<file path="src/rtl/minmax_scan.sv">
// minmax_scan: streaming signed extreme-value search.
//
// A search is started from IDLE with start_i. It then consumes len_i samples
// through a valid/ready handshake and reports the largest sample
// (mode_i = 0) or the smallest sample (mode_i = 1) together with its
// zero-based position. When two samples tie, the earlier one is kept.
//
// Ports:
//   clk_i         clock; all state changes on its rising edge
//   reset_i       asynchronous, active-high reset
//   start_i       begin a search (sampled in IDLE only)
//   mode_i        0 = max, 1 = min (latched on accepted start)
//   len_i         number of samples to scan (latched on accepted start)
//   data_i        signed sample
//   data_valid_i  data_i is valid this cycle
//   data_ready_o  block accepts a sample this cycle (FIRST/SCAN)
//   result_o      selected extreme value
//   index_o       position of result_o in the sequence
//   busy_o        high from accepted start until done_o
//   done_o        single-cycle pulse when result_o/index_o are final
module minmax_scan #(
  parameter int DATA_W = 16,
  parameter int CNT_W  = 8
) (
  input  logic              clk_i,
  input  logic              reset_i,
  input  logic              start_i,
  input  logic              mode_i,
  input  logic [CNT_W-1:0]  len_i,
  input  logic [DATA_W-1:0] data_i,
  input  logic              data_valid_i,
  output logic              data_ready_o,
  output logic [DATA_W-1:0] result_o,
  output logic [CNT_W-1:0]  index_o,
  output logic              busy_o,
  output logic              done_o
);

  typedef enum logic [1:0] {
    IDLE  = 2'd0,
    FIRST = 2'd1,
    SCAN  = 2'd2,
    DONE  = 2'd3
  } state_t;

  state_t state, state_nxt;

  logic              mode_q;
  logic [CNT_W-1:0]  len_q;
  logic [CNT_W-1:0]  count_q;
  logic [DATA_W-1:0] result_q;
  logic [CNT_W-1:0]  index_q;

  logic take_start;
  logic take_empty;
  logic load_first;
  logic load_scan;

  // count_q never exceeds len_q - 1 while scanning, so the increment
  // cannot wrap even for the largest length.
  logic [CNT_W-1:0] count_inc;
  assign count_inc = count_q + CNT_W'(1);

  // Signed compare of result (r) against sample (s) without overflow:
  // form r - s as r + ~s + 1 in DATA_W+1 bits. With equal operand signs the
  // carry out is set exactly when r >= s; with differing signs the negative
  // operand is the smaller one, so the sign of r decides.
  logic [DATA_W:0] diff;
  logic            carry;
  logic            same_sign;
  logic            r_neg;
  logic            diff_zero;
  logic            r_lt_s;
  logic            r_gt_s;
  logic            replace;

  assign diff      = {1'b0, result_q} + {1'b0, ~data_i} + {{DATA_W{1'b0}}, 1'b1};
  assign carry     = diff[DATA_W];
  assign r_neg     = result_q[DATA_W-1];
  assign same_sign = (result_q[DATA_W-1] == data_i[DATA_W-1]);
  assign diff_zero = (diff[DATA_W-1:0] == '0);
  assign r_lt_s    = same_sign ? ~carry : r_neg;
  assign r_gt_s    = same_sign ? (carry & ~diff_zero) : ~r_neg;
  // Strict comparisons only, so a tie keeps the earlier sample.
  assign replace   = mode_q ? r_gt_s : r_lt_s;

  always_ff @(posedge clk_i or posedge reset_i) begin
    if (reset_i) begin
      state <= IDLE;
    end else begin
      state <= state_nxt;
    end
  end

  always_comb begin
    state_nxt    = state;
    data_ready_o = 1'b0;
    busy_o       = 1'b0;
    done_o       = 1'b0;
    take_start   = 1'b0;
    take_empty   = 1'b0;
    load_first   = 1'b0;
    load_scan    = 1'b0;
    case (state)
      IDLE: begin
        if (start_i) begin
          if (len_i != '0) begin
            take_start = 1'b1;
            state_nxt  = FIRST;
          end else begin
            take_empty = 1'b1;
            state_nxt  = DONE;
          end
        end
      end
      FIRST: begin
        data_ready_o = 1'b1;
        busy_o       = 1'b1;
        if (data_valid_i) begin
          load_first = 1'b1;
          state_nxt  = (len_q == CNT_W'(1)) ? DONE : SCAN;
        end
      end
      SCAN: begin
        data_ready_o = 1'b1;
        busy_o       = 1'b1;
        if (data_valid_i) begin
          load_scan = 1'b1;
          if (count_inc == len_q) begin
            state_nxt = DONE;
          end
        end
      end
      DONE: begin
        done_o    = 1'b1;
        state_nxt = IDLE;
      end
      default: begin
        state_nxt = IDLE;
      end
    endcase
  end

  always_ff @(posedge clk_i or posedge reset_i) begin
    if (reset_i) begin
      mode_q   <= 1'b0;
      len_q    <= '0;
      count_q  <= '0;
      result_q <= '0;
      index_q  <= '0;
    end else begin
      if (take_start) begin
        mode_q  <= mode_i;
        len_q   <= len_i;
        count_q <= '0;
      end
      if (take_empty) begin
        result_q <= '0;
        index_q  <= '0;
        count_q  <= '0;
      end
      if (load_first) begin
        result_q <= data_i;
        index_q  <= '0;
        count_q  <= CNT_W'(1);
      end
      if (load_scan) begin
        count_q <= count_inc;
        if (replace) begin
          result_q <= data_i;
          index_q  <= count_q;
        end
      end
    end
  end

  assign result_o = result_q;
  assign index_o  = index_q;

endmodule

</file>
<file path="config.mk">
export PLATFORM = sky130hd
export DESIGN_NAME = minmax_scan
export DESIGN_NICKNAME = d
export VERILOG_FILES = /design/src/rtl/minmax_scan.sv
export SDC_FILE = /design/constraint.sdc
export NUM_CORES = 1
export LEC_CHECK = 0
export ABC_AREA = 1
export BUFFER_PORTS_ARGS = -buffer_cell sky130_fd_sc_hd__buf_4
export CAP_MARGIN = 20
export CORE_ASPECT_RATIO = 0.6
export CORE_MARGIN = 10
export CORE_UTILIZATION = 60
export CTS_CLUSTER_DIAMETER = 80
export DETAILED_ROUTE_END_ITERATION = 16
export PLACE_DENSITY = 0.86
export RECOVER_POWER = 25
export SLEW_MARGIN = 20
export SYNTH_ARGS = -nofsm -noshare
export SYNTH_HDL_FRONTEND = slang
export SYNTH_SLANG_ARGS = --single-unit
</file>
<file path="constraint.sdc">
create_clock -name clk_i -period 6 [get_ports clk_i]
set_clock_uncertainty 0.1 [all_clocks]
set_input_delay 1.2 -clock clk_i [delete_from_list [all_inputs] [get_ports clk_i]]
set_output_delay 1.2 -clock clk_i [all_outputs]
set_load 0.01 [all_outputs]
</file>
==> results.toml, run 1 <==
[drt]
drc_errors = 0
wl_per_cell_um = 14.1
vias_per_cell = 5.37
finalWirelength_um = 9120
drt_iter0_drc = 278
vias = 3488
ant_nets = 0
dr.pass1.iters = 5

[placed_design]
dpl_cell_area_um2 = 3880
numPortBuffers = 55
gp_congestion = 0.967
dpl.cell_count = 641
hpwlAfterDp_um = 7230

[synthesis]
synth_top_cells_by_area = "dfrtp_1 32%, nand2_1 20%, inv_1 10%, ha_1 7.7%, nor2_1 4.8%"
async_flop_share = 1.00
synth_area_per_cell_um2 = 6.65
synth-warning-count = 0
synth-seq-area-share = 0.316
synthFlopType = "dfrtp_1"
synthCells = 512
synth_edf_count = 0
syn_nets = 563
ys_ff_latch = 43
synth_area_um2 = 3410
synth.distinct_cells = 36
yosys.area.top_type = "dfrtp_1"
synth_top_cell_area_share = 0.316

[clock_tree]
clock_sinks = 43
numCtsBuffers = 5
cts_buffer_depth = 2
cts_tree = "done"
clkTransAtPathRegs_ns = 0.09
root_buffer = "clkbuf_8"
cts-hold-fix-buffers = 0
ctsHtreeMaxLevel = 2
cts_resized = 0
clock_latency_ns = 0.30
cts_setup_buffers = 0

[critical_path]
path_class = "in -> reg"
crit_path_max_fanout = 26
critPathRequiredTime_ns = 6.10
crit_arrival_ns = 3.62
critPathLaunchType = "input pin"
endpoint_kind = "flop"

[global_route]
grt_antenna_before_repair = 0
grt_pass1_vias = 3280
grt_use_total = 0.201
met2_usage = 0.290
grt_pass1_wl_um = 15200
grtUsageMet3 = 0.0554
grt_max_degree = 44
overflow = 0
busiest_layer = "met2"
met1_usage = 0.286

[layout]
nets = 619
drive_gt1_frac = 0.151
fin_area_um2 = 3960
post_layout_nonfiller_instances = 649
area.growth.synth_to_final_pct = 16.3
antenna_cells = 0
fill_cells = 478

[floorplan]
die_x_um = 117
dieArea_um2 = 9190
core_region_area_um2 = 5540
start_util = 0.614
num_rows = 21
io_pins = 56
die_h_um = 78.4

[sta]
finalCritPeriodShare = 0.588
fmax_ghz = 0.284
hold_viol = 0
setup_violations = 0
slew_violations = 44
timing.setup.tns_ns = 0
worstMarginPinSlew_ns = 2.30
final.min_clock_period_ns = 3.53
slew-limit-headroom = -0.532
rsz0062_at_grt = "no"

[power]
p_per_area_nw_per_um2 = 459
p_leak_nw = 2.29
peakVddDrop_mv = 0.265

[min_path]
hp-class = "reg -> reg"

[outcome]
violations = "max-capacitance violations, max-slew violations"
status = "finished, violations left"

[job]
cap_violations = 1
cells by family (layout without fill, tap and decap cells):
logic type               Yosys count  in the layout  share of synthesized area
AO/OA/AOI/OAI                     37             37                     0.0643
XOR/XNOR                           6              6                     0.0154
adder cells (fa/ha/maj)           22             22                     0.0830
buffers and inverters            100            157                      0.117
flip-flops                        43             43                      0.316
multiplexers                       6              6                     0.0198
AND/OR/NAND/NOR                  298            298                      0.385
through the flow:
| step | total power, mW | setup WS [ns] | hold slack, ns | util |
|---|---|---|---|---|
| floorplan | 1.29 | 2.73 | 0.349 | - |
| global placement | 1.57 | 2.33 | 0.380 | 0.700 |
| detailed placement | 1.62 | 2.18 | 0.386 | 0.700 |
| CTS | 1.81 | 2.51 | 0.406 | 0.715 |
| global route | 1.99 | 2.23 | 0.440 | 0.715 |
| finish | 1.82 | 2.47 | 0.409 | 0.715 |
power breakdown:
part | internal (mW) | switching, mW
Clock | 0.0815 | 0.104
Combinational | 0.458 | 0.673
Sequential | 0.392 | 0.110
Total | 0.931 | 0.887
final timing paths:
kind	slack, ns	cells past startpoint	from	end
min	0.41	2	count_q[6]	index_o[6]
max in group asynchronous	2.83	3	reset_i	count_q[6]
min in group asynchronous	1.67	3	reset_i	result_o[14]
min reg2reg	0.41	2	count_q[6]	index_o[6]
max	2.47	19	data_i[0]	result_o[4]
max reg2reg	3.09	19	result_o[0]	result_o[4]
cells in the final DEF (no fill, tap or decap), types with 3 or more instances in the layout:
cell / Yosys / final
clkbuf_8: 0 / 5
nand2_2: 5 / 5
nor3b_1: 14 / 14
nand3_1: 28 / 28
dfrtp_1: 43 / 43
nand4_1: 8 / 8
buf_4: 2 / 55
xor2_1: 4 / 4
o22ai_1: 7 / 7
nand3_2: 3 / 3
ha_1: 21 / 21
nand2_1: 180 / 180
o21ai_0: 9 / 9
nor2_1: 44 / 44
mux2_2: 6 / 6
nor4_1: 4 / 4
a21oi_1: 15 / 15
inv_1: 91 / 91
synth_stat cells (5+ instances only):
library cell	n
a21oi_1	15
dfrtp_1	43
ha_1	21
inv_1	91
mux2_2	6
nand2_1	180
nand2_2	5
nand3_1	28
nand4_1	8
nor2_1	44
nor3b_1	14
o21ai_0	9
o22ai_1	7
worst max-delay path: stages:
cell and delay (ns):
buf_4 0.11, ha_1 0.22, fa_1 0.38, inv_1 0.09, nand2_1 0.06, nand2_1 0.12
nand3_2 0.09, nand2_2 0.09, nand2_1 0.06, nand2_1 0.10, nand2_1 0.06, nand2_1 0.07
a21oi_1 0.06, o21ai_0 0.17, inv_1 0.09, nand2_4 0.25, nand2_4 0.20, nand2_1 0.12
nand2_1 0.05
area by class of cell:
cell class	count	area [um^2]	area share
flip-flops and latches	43	1080	0.272
inverters	92	345	0.0871
repair buffers	57	424	0.107
multi-input cells	369	1930	0.488
well taps	80	100	0.0253
clock buffers	6	72.6	0.0183
clock inverters	2	12.5	0.00316
sequential cells by signal (all words and copies together), names as in the netlist:
register,flops
index_o,8
len_q,8
result_o,16
state,2
count_q,8
mode_q,1
metal layers:
layer	share of wire	vias to the layer above
met3	0.11	11
met2	0.41	167
met5	0	-
met1	0.48	1592
li1	-	1718
met4	0.0094	0
(Power assumes the default switching activity.)
==> run 2, diff against run 1 <==
CORE_UTILIZATION = 57   (was 60)
PLACE_DENSITY = 0.83   (was 0.86)
clock period = 3.7 ns   (was 6 ns; I/O delays follow)
==> run 2 against run 1 <==
  * The flow still finishes with violations (max-capacitance violations, max-slew violations)
  * Cell count unchanged
  * First-iteration DRC count decreased by 13%
  * Largest cell class unchanged
  * Power increased by 61%
  * Final area about the same
  * Register-to-register slack got worse by 2.3 ns
  * Core utilization decreased by 1.7 points
  * Worst setup slack got worse by 1.8 ns
==> results.toml, run 2 (same netlist as run 1, synthesis figures left out) <==
[layout]
layout_common_cells = "180 x nand2_1, 91 x inv_1, 55 x buf_4"
area.growth.synth_to_final_pct = 16.2
antenna_cells = 0
nets = 619
largest_register_ffs = 16
drive_gt1_frac = 0.149
final_common_cell = "nand2_1"

[clock_tree]
cts_tree = "done"
clock_sinks = 43
cts_resized = 0
cts_setup_buffers = 0
clock_latency_ns = 0.30
numCtsBuffers = 5
cts_buffer_depth = 2
root_buffer = "clkbuf_8"
cts-hold-fix-buffers = 0
clkTransAtPathRegs_ns = 0.08
ctsHtreeMaxLevel = 2

[drt]
drt_iter0_drc = 243
top_layer = "met4"
vias = 3387
finalWirelength_um = 8760
drc_errors = 0
wl_per_cell_um = 13.5
met3_length_um = 896
dr_wl_met2_um = 3300
wl_met1_um = 4490
ant_nets = 0
vias_per_cell = 5.22
dr.pass1.iters = 6

[critical_path]
critPathLaunchType = "input pin"
cp_cell_sequence = "buf_4 -> inv_1 -> ha_1 -> nand2_1 -> nor2_1 -> nand4_1 -> nand4_1 -> nand2_1 -> nor2_1 -> nand2_1 -> o21bai_2 -> nand2_2 -> nand2_4 -> nand2_4 -> nand2_1 -> nand2_1"
endpoint_kind = "flop"
reg2regPathDepth = 14
crit_path_max_fanout = 26
critPathRequiredTime_ns = 3.78
cpMostUsedCell = "nand2_1"
max_stage_delay_ns = 0.40
path_class = "in -> reg"
crit_arrival_ns = 3.12
cp_slowest_cell = "ha_1"

[sta]
rsz0062_at_grt = "no"
fmax_ghz = 0.329
slew-limit-headroom = -0.488
worstMarginPinSlew_ns = 2.23
finalCritPeriodShare = 0.821
final.min_clock_period_ns = 3.04
hold_viol = 0
slew_violations = 44
timing.setup.tns_ns = 0
setup_violations = 0
holdWs_ns = 0.387

[job]
cap_violations = 1

[global_route]
grt_use_total = 0.182
grt_antenna_before_repair = 0
grt_pass1_wl_um = 14600
overflow = 0
grt_pass1_vias = 3120
grt_max_degree = 44

[floorplan]
dieArea_um2 = 9570
start_util = 0.600
core_region_area_um2 = 5680
io_pins = 56
num_rows = 21
die_x_um = 120
die_h_um = 79.9

[outcome]
status = "finished, violations left"
violations = "max-capacitance violations, max-slew violations"

[power]
p_per_area_nw_per_um2 = 737
p_leak_nw = 2.29
peakVddDrop_mv = 0.413

[min_path]
whs_path_depth = 2
hp-class = "reg -> reg"

[placed_design]
hpwlAfterDp_um = 7030
numPortBuffers = 55
gp_congestion = 0.997
==> run 2: worst max-delay path: cells and delay by family <==
family / cells / cell delay (ns)
and+or+nand+nor: 12 / 1.71
AOI/OAI and AO/OA: 1 / 0.14
adders and majority gates: 1 / 0.40
buffers and inverters: 2 / 0.12
==> run 2: report_power, final <==
part / switching [mW] / internal (mW) / total [mW]
sequential: 0.178 / 0.636 / 0.814
clock: 0.153 / 0.133 / 0.285
combinational: 1.08 / 0.741 / 1.82
==> run 2: stage by stage <==
stage                     power (mW)   util  worst slack [ns]  instance area (um^2)  instances
final                           2.92  0.698             0.662                  3960        649
after global placement          2.55  0.684             0.486                  3880        641
after CTS                       2.90  0.698             0.735                  3960        649
after detailed placement        2.61  0.684             0.423                  3880        641
after floorplan                 2.09      -             0.894                  3410        512
after global routing            3.21  0.698             0.381                  3960        649
==> run 2: layout make-up <==
| type | count | area (um^2) |
|---|---|---|
| Sequential cell | 43 | 1080 |
| Inverter | 92 | 345 |
| Tap cell | 80 | 100 |
| Multi-Input combinational cell | 369 | 1930 |
| Clock buffer | 7 | 76.3 |
| Timing Repair Buffer | 57 | 424 |
| Fill cell | 505 | 1720 |
| Clock inverter | 1 | 5.00 |
==> run 2: final timing paths <==
path | endpoint | start | slack (ns)
setup / recovery | result_o[2] | data_i[8] | 0.66
hold / removal | index_o[6] | count_q[6] | 0.39
setup reg to reg | result_o[2] | result_o[8] | 0.79
hold reg to reg | index_o[6] | count_q[6] | 0.39
max in group asynchronous | count_q[1] | reset_i | 1.06
min in group asynchronous | result_o[8] | reset_i | 1.16
==> run 2: routing by layer <==
metal | vias up | track usage
li1 | 1714 | -
met1 | 1534 | 0.265
met2 | 129 | 0.256
met3 | 10 | 0.0600
met4 | 0 | 0.0300
met5 | - | 0
